--- config.mk ---
export PLATFORM = sky130hd
export DESIGN_NAME = md4_round_sequencer
export DESIGN_NICKNAME = d
export VERILOG_FILES = /design/src/rtl/md4_round_sequencer.sv
export SDC_FILE = /design/constraint.sdc
export NUM_CORES = 2
export LEC_CHECK = 0
export CORE_MARGIN = 1.5
export CORE_UTILIZATION = 40
export CTS_CLUSTER_SIZE = 10
export DETAILED_ROUTE_END_ITERATION = 10
export GPL_ROUTABILITY_DRIVEN = 1
export PLACE_DENSITY = 0.65
export SETUP_SLACK_MARGIN = 0.15
export SYNTH_ARGS = -nofsm -noshare
export SYNTH_HDL_FRONTEND = slang
export SYNTH_SLANG_ARGS = --single-unit
--- constraint.sdc ---
create_clock -name clk -period 21.9 [get_ports clk]
set_input_delay 4.38 -clock clk [delete_from_list [all_inputs] [get_ports clk]]
set_output_delay 4.38 -clock clk [all_outputs]
set_load 0.02 [all_outputs]
--- src/rtl/md4_round_sequencer.sv ---
// md4_round_sequencer
// Iterative MD4 compression core: one shared step datapath executes one
// MD4 step per clock across ROUNDS rounds (fixed order F, G, H), with an
// optional feed-forward add of the chaining input at the end.
// ROUNDS must be 1, 2 or 3; the step counter is sized for at most 48 steps.
module md4_round_sequencer #(
  parameter int ROUNDS       = 3,
  parameter bit FEED_FORWARD = 1'b1
) (
  input  logic         clk,
  input  logic         rst,
  input  logic         start,
  output logic         ready,
  output logic         busy,
  output logic         done,
  input  logic [31:0]  a_in,
  input  logic [31:0]  b_in,
  input  logic [31:0]  c_in,
  input  logic [31:0]  d_in,
  input  logic [511:0] x,
  output logic [31:0]  out_a,
  output logic [31:0]  out_b,
  output logic [31:0]  out_c,
  output logic [31:0]  out_d,
  output logic [5:0]   step
);

  localparam logic [1:0] ST_IDLE = 2'd0;
  localparam logic [1:0] ST_RUN  = 2'd1;
  localparam logic [1:0] ST_FIN  = 2'd2;

  localparam logic [5:0] LAST_STEP = 6'(16 * ROUNDS - 1);

  localparam logic [31:0] K_ROUND0 = 32'h0000_0000;
  localparam logic [31:0] K_ROUND1 = 32'h5A82_7999;
  localparam logic [31:0] K_ROUND2 = 32'h6ED9_EBA1;

  logic [1:0]   state_q;
  logic [5:0]   step_q;
  logic         done_q;

  logic [31:0]  reg_a;
  logic [31:0]  reg_b;
  logic [31:0]  reg_c;
  logic [31:0]  reg_d;

  logic [31:0]  iv_a;
  logic [31:0]  iv_b;
  logic [31:0]  iv_c;
  logic [31:0]  iv_d;

  logic [511:0] x_q;

  logic [1:0]   round_idx;
  logic [3:0]   j_idx;
  logic [31:0]  f_val;
  logic [31:0]  k_const;
  logic [3:0]   k_idx;
  logic [4:0]   s_amt;
  logic [31:0]  x_word;
  logic [31:0]  step_sum;
  logic [31:0]  step_new;

  logic         accept;
  logic         last_step;
  logic         finish_raw;
  logic         finish_ff;

  function automatic logic [31:0] rotl32(input logic [31:0] v, input logic [4:0] s);
    return (v << s) | (v >> (6'd32 - {1'b0, s}));
  endfunction

  assign round_idx  = step_q[5:4];
  assign j_idx      = step_q[3:0];
  assign accept     = (state_q == ST_IDLE) && start;
  assign last_step  = (step_q == LAST_STEP);
  assign finish_raw = (state_q == ST_RUN) && last_step && !FEED_FORWARD;
  assign finish_ff  = (state_q == ST_FIN);

  // Round-dependent decode: boolean function, constant, message index and shift
  always_comb begin
    f_val   = '0;
    k_const = K_ROUND0;
    k_idx   = j_idx;
    s_amt   = 5'd3;
    case (round_idx)
      2'd0: begin
        f_val   = (reg_b & reg_c) | (~reg_b & reg_d);
        k_const = K_ROUND0;
        k_idx   = j_idx;
        case (j_idx[1:0])
          2'd0:    s_amt = 5'd3;
          2'd1:    s_amt = 5'd7;
          2'd2:    s_amt = 5'd11;
          default: s_amt = 5'd19;
        endcase
      end
      2'd1: begin
        f_val   = (reg_b & reg_c) | (reg_b & reg_d) | (reg_c & reg_d);
        k_const = K_ROUND1;
        k_idx   = {j_idx[1:0], j_idx[3:2]};
        case (j_idx[1:0])
          2'd0:    s_amt = 5'd3;
          2'd1:    s_amt = 5'd5;
          2'd2:    s_amt = 5'd9;
          default: s_amt = 5'd13;
        endcase
      end
      default: begin
        f_val   = reg_b ^ reg_c ^ reg_d;
        k_const = K_ROUND2;
        k_idx   = {j_idx[0], j_idx[1], j_idx[2], j_idx[3]};
        case (j_idx[1:0])
          2'd0:    s_amt = 5'd3;
          2'd1:    s_amt = 5'd9;
          2'd2:    s_amt = 5'd11;
          default: s_amt = 5'd15;
        endcase
      end
    endcase
  end

  // Shared step datapath: rotl(a + f + X[k] + K, s)
  always_comb begin
    x_word   = x_q[{k_idx, 5'd0} +: 32];
    step_sum = reg_a + f_val + x_word + k_const;
    step_new = rotl32(step_sum, s_amt);
  end

  // Control FSM: accept, step counting, completion pulse
  always_ff @(posedge clk) begin
    if (rst) begin
      state_q <= ST_IDLE;
      step_q  <= '0;
      done_q  <= 1'b0;
    end else begin
      done_q <= 1'b0;
      case (state_q)
        ST_IDLE: begin
          if (start) begin
            state_q <= ST_RUN;
            step_q  <= '0;
          end
        end
        ST_RUN: begin
          if (last_step) begin
            step_q <= '0;
            if (FEED_FORWARD) begin
              state_q <= ST_FIN;
            end else begin
              state_q <= ST_IDLE;
              done_q  <= 1'b1;
            end
          end else begin
            step_q <= step_q + 6'd1;
          end
        end
        ST_FIN: begin
          state_q <= ST_IDLE;
          done_q  <= 1'b1;
        end
        default: begin
          state_q <= ST_IDLE;
          step_q  <= '0;
        end
      endcase
    end
  end

  // Working registers and latched block inputs; rotate (A,B,C,D) <- (D,new,B,C) each step
  always_ff @(posedge clk) begin
    if (accept) begin
      reg_a <= a_in;
      reg_b <= b_in;
      reg_c <= c_in;
      reg_d <= d_in;
      iv_a  <= a_in;
      iv_b  <= b_in;
      iv_c  <= c_in;
      iv_d  <= d_in;
      x_q   <= x;
    end else if (state_q == ST_RUN) begin
      reg_a <= reg_d;
      reg_b <= step_new;
      reg_c <= reg_b;
      reg_d <= reg_c;
    end
  end

  // Result registers load only at completion and hold until the next one
  always_ff @(posedge clk) begin
    if (rst) begin
      out_a <= '0;
      out_b <= '0;
      out_c <= '0;
      out_d <= '0;
    end else if (finish_ff) begin
      out_a <= reg_a + iv_a;
      out_b <= reg_b + iv_b;
      out_c <= reg_c + iv_c;
      out_d <= reg_d + iv_d;
    end else if (finish_raw) begin
      out_a <= reg_d;
      out_b <= step_new;
      out_c <= reg_b;
      out_d <= reg_c;
    end
  end

  assign busy  = (state_q != ST_IDLE);
  assign ready = ~busy;
  assign done  = done_q;
  assign step  = (state_q == ST_RUN) ? step_q : 6'd0;

endmodule
==> results.txt <==
mapped cell area = 45800 um^2
area of the multi-input gates = 18900 um^2
Port Buffers = 779
filler cell count = 9809
unrepaired setup endpoints after global routing = false
synthesis-to-layout area growth = 27.4%
clock skew = 0.0730 ns
Max-cap violations = 0
Critical Path RT = 22.21 ns
fraction of layout cells with a size suffix above 1 = 7.30%
Lkg Pwr = 21.7 nW
post-CTS setup buffer count = 0
# nets final = 5364
Die Width = 341 um
WP data arrival = 9.02 ns
Synth async-reset ratio = 0%
Setup WS post-layout = 13.19 ns
pwr/cell area = 117 nW/um^2
Worst Hold Class = register to register
Post-Route Setup TNS = 0 ns
GRT Total Usage = 27.0%
Routability Congestion = 0.950
ratio of routed vias to standard cells = 5.53
Resized cells post-CTS = 0
Yosys top cell area share = 50.4%
Yosys warning count = 0
core footprint = 113000 um^2
maximum number of pins on one net before global-route repair = 187
First DRT Iteration DRCs = 2968
htree depth = 3
crit path launch type = primary input
wirelength, routed = 160000 um
number of flops mapped to enable cells by yosys = 768
Inserted Clock Buffers = 104
ranking of synthesized cells by area = edfxtp_1 (50%), mux4_2 (6.1%), dfxtp_1 (6.0%), nand2_1 (5.3%), ha_1 (4.6%)
WL per Instance = 26.4 um
number of global-route vias before repair = 32.9k
Worst-Margin Slew = 1.17 ns
synthesis-stage register bit count = 905
most frequent cells in the layout = clkdlybuf4s50_1 (778), edfxtp_1 (768), nand2_1 (646)
Die Area = 117000 um^2
peak supply drop = 0.0000705 V
Worst-path clk slew = 0.06 ns
Hold Vio Cnt, Final = 0
Final ANT Viol Nets = 0
distinct cell type count after synthesis = 81
clk sinks = 905
crit share post-route = 39.8%
root buffer cell = clkbuf_16
# DRC = 0
DP HPWL = 124000 um
CTS tree = yes
FF/Latch Area = 25800 um^2
Final setup viols = 0
Std-Cell Rows = 123
Reg with most FFs = x_q
Avg Cell Area, Syn = 12.3 um^2
critical path class = primary input to register
first-pass GRT wire length = 226000 um
Ports = 780
CP endpoint kind = register
minimum clock period = 8.71 ns
clk buf depth = 3
Fin Hold WS = 0.450 ns
sequential element share of the synthesized area = 56.4%
critical-path maximum fanout = 122
Mapped Cells = 3737
DR vias = 33.4k
Top FF cell, synth = edfxtp_1
most common cell after layout, fill and taps aside = clkdlybuf4s50_1
Synth area leader = edfxtp_1
final design utilization = 51.6%
Max Clk Rate = 115 MHz
Largest register FFs = 512
# hold bufs at CTS = 0
die height = 341 um
antenna violations before repair = 45
status = completed
Setup WS pre-CTS = 12.39 ns
Max Slew Vio Count = 0
Remaining Overflow, GRT = 0
Worst-Skew Late Latency = 0.71 ns
Max-Slew Margin vs Limit = 22.2%
Post-Syn Nets = 4638
starting density of the core = 40.5%
Detailed Routing Iterations Pass 1 = 5
==> stage by stage <==
stage                     cells  power, mW  area (um^2)
after floorplan            3737       4.26        45800
after global placement     5857       5.14        55100
after CTS                  6020       6.81        58300
after detailed placement   5857       5.17        55100
final                      6047       6.82        58300
after global routing       6040       7.21        58300
==> worst paths after layout <==
kind	from	endpoint	slack (ns)	cells past startpoint
setup / recovery	start	x_q[411]$_DFFE_PP_	13.19	6
hold reg to reg	out_c[12]$_SDFFE_PP0P_	out_c[12]$_SDFFE_PP0P_	0.45	2
hold / removal	out_c[12]$_SDFFE_PP0P_	out_c[12]$_SDFFE_PP0P_	0.45	2
setup reg to reg	step_q[4]$_SDFFE_PP0P_	reg_b[8]$_DFFE_PP_	13.38	22
==> routing by layer <==
| layer | up-vias | share of wire [%] | global-route usage [%] |
|---|---|---|---|
| met5 | - | 0.061 | 0 |
| met4 | 16 | 4.1 | 11.2 |
| li1 | 15300 | - | - |
| met1 | 16400 | 40 | 33.9 |
| met3 | 250 | 7.7 | 5.46 |
| met2 | 1454 | 49 | 45.3 |
==> power breakdown <==
| group | switching (mW) | internal, mW |
|---|---|---|
| sequential | 0.183 | 2.07 |
| clock | 0.706 | 0.925 |
| combinational | 1.75 | 1.19 |
| total | 2.64 | 4.18 |
==> layout make-up <==
class,count,area share (%)
Inverter,123,0.804
Timing Repair Buffer,809,13.8
Clock inverter,14,0.500
Tap cell,1500,3.22
Clock buffer,149,4.89
Multi-Input combinational cell,2520,32.4
Sequential cell,905,44.3
Antenna cell,27,0.116
==> logic make-up (layout without fill, tap and decap cells) <==
family / count (synthesis) / count (layout) / share of synthesized area (%)
AOI/OAI and AO/OA: 866 / 866 / 12.1
xor gates and xnor gates: 135 / 135 / 2.60
adders and majority gates: 258 / 258 / 8.54
buffers and inverters: 312 / 1095 / 2.62
DFF: 905 / 905 / 56.4
muxes: 209 / 209 / 8.00
other: 0 / 27 / 0
and+or+nand+nor: 1052 / 1052 / 9.78
==> cells in the mapped netlist (all sizes together) (6+ instances only) <==
| master | count |
|---|---|
| nor2b | 18 |
| nand4 | 17 |
| mux4 | 124 |
| and3 | 21 |
| buf | 32 |
| a311oi | 7 |
| o21a | 28 |
| a31oi | 35 |
| dfxtp | 137 |
| a221oi | 8 |
| a41oi | 10 |
| and2 | 38 |
| xnor2 | 96 |
| xor2 | 39 |
| mux2 | 11 |
| nand2 | 647 |
| a21oi | 329 |
| clkbuf | 157 |
| o41ai | 7 |
| nand2b | 25 |
| edfxtp | 768 |
| fa | 91 |
| nor4 | 6 |
| inv | 122 |
| or2 | 6 |
| a211oi | 65 |
| a22o | 43 |
| nor3 | 31 |
| ha | 167 |
| a211o | 6 |
| o31ai | 8 |
| nand3 | 49 |
| o21ai | 127 |
| nor2 | 167 |
| o221a | 6 |
| a21boi | 7 |
| mux2i | 74 |
| or3 | 15 |
| a22oi | 9 |
| a21o | 70 |
| o21bai | 23 |
| o22ai | 8 |
| o211ai | 27 |
| o221ai | 7 |
==> critical path, stage by stage <==
cell             delay, ns
clkdlybuf4s50_1       0.63
nand2_8               0.31
inv_8                 0.72
buf_4                 0.86
buf_4                 0.93
buf_4                 0.99
(Power assumes the default switching activity.)
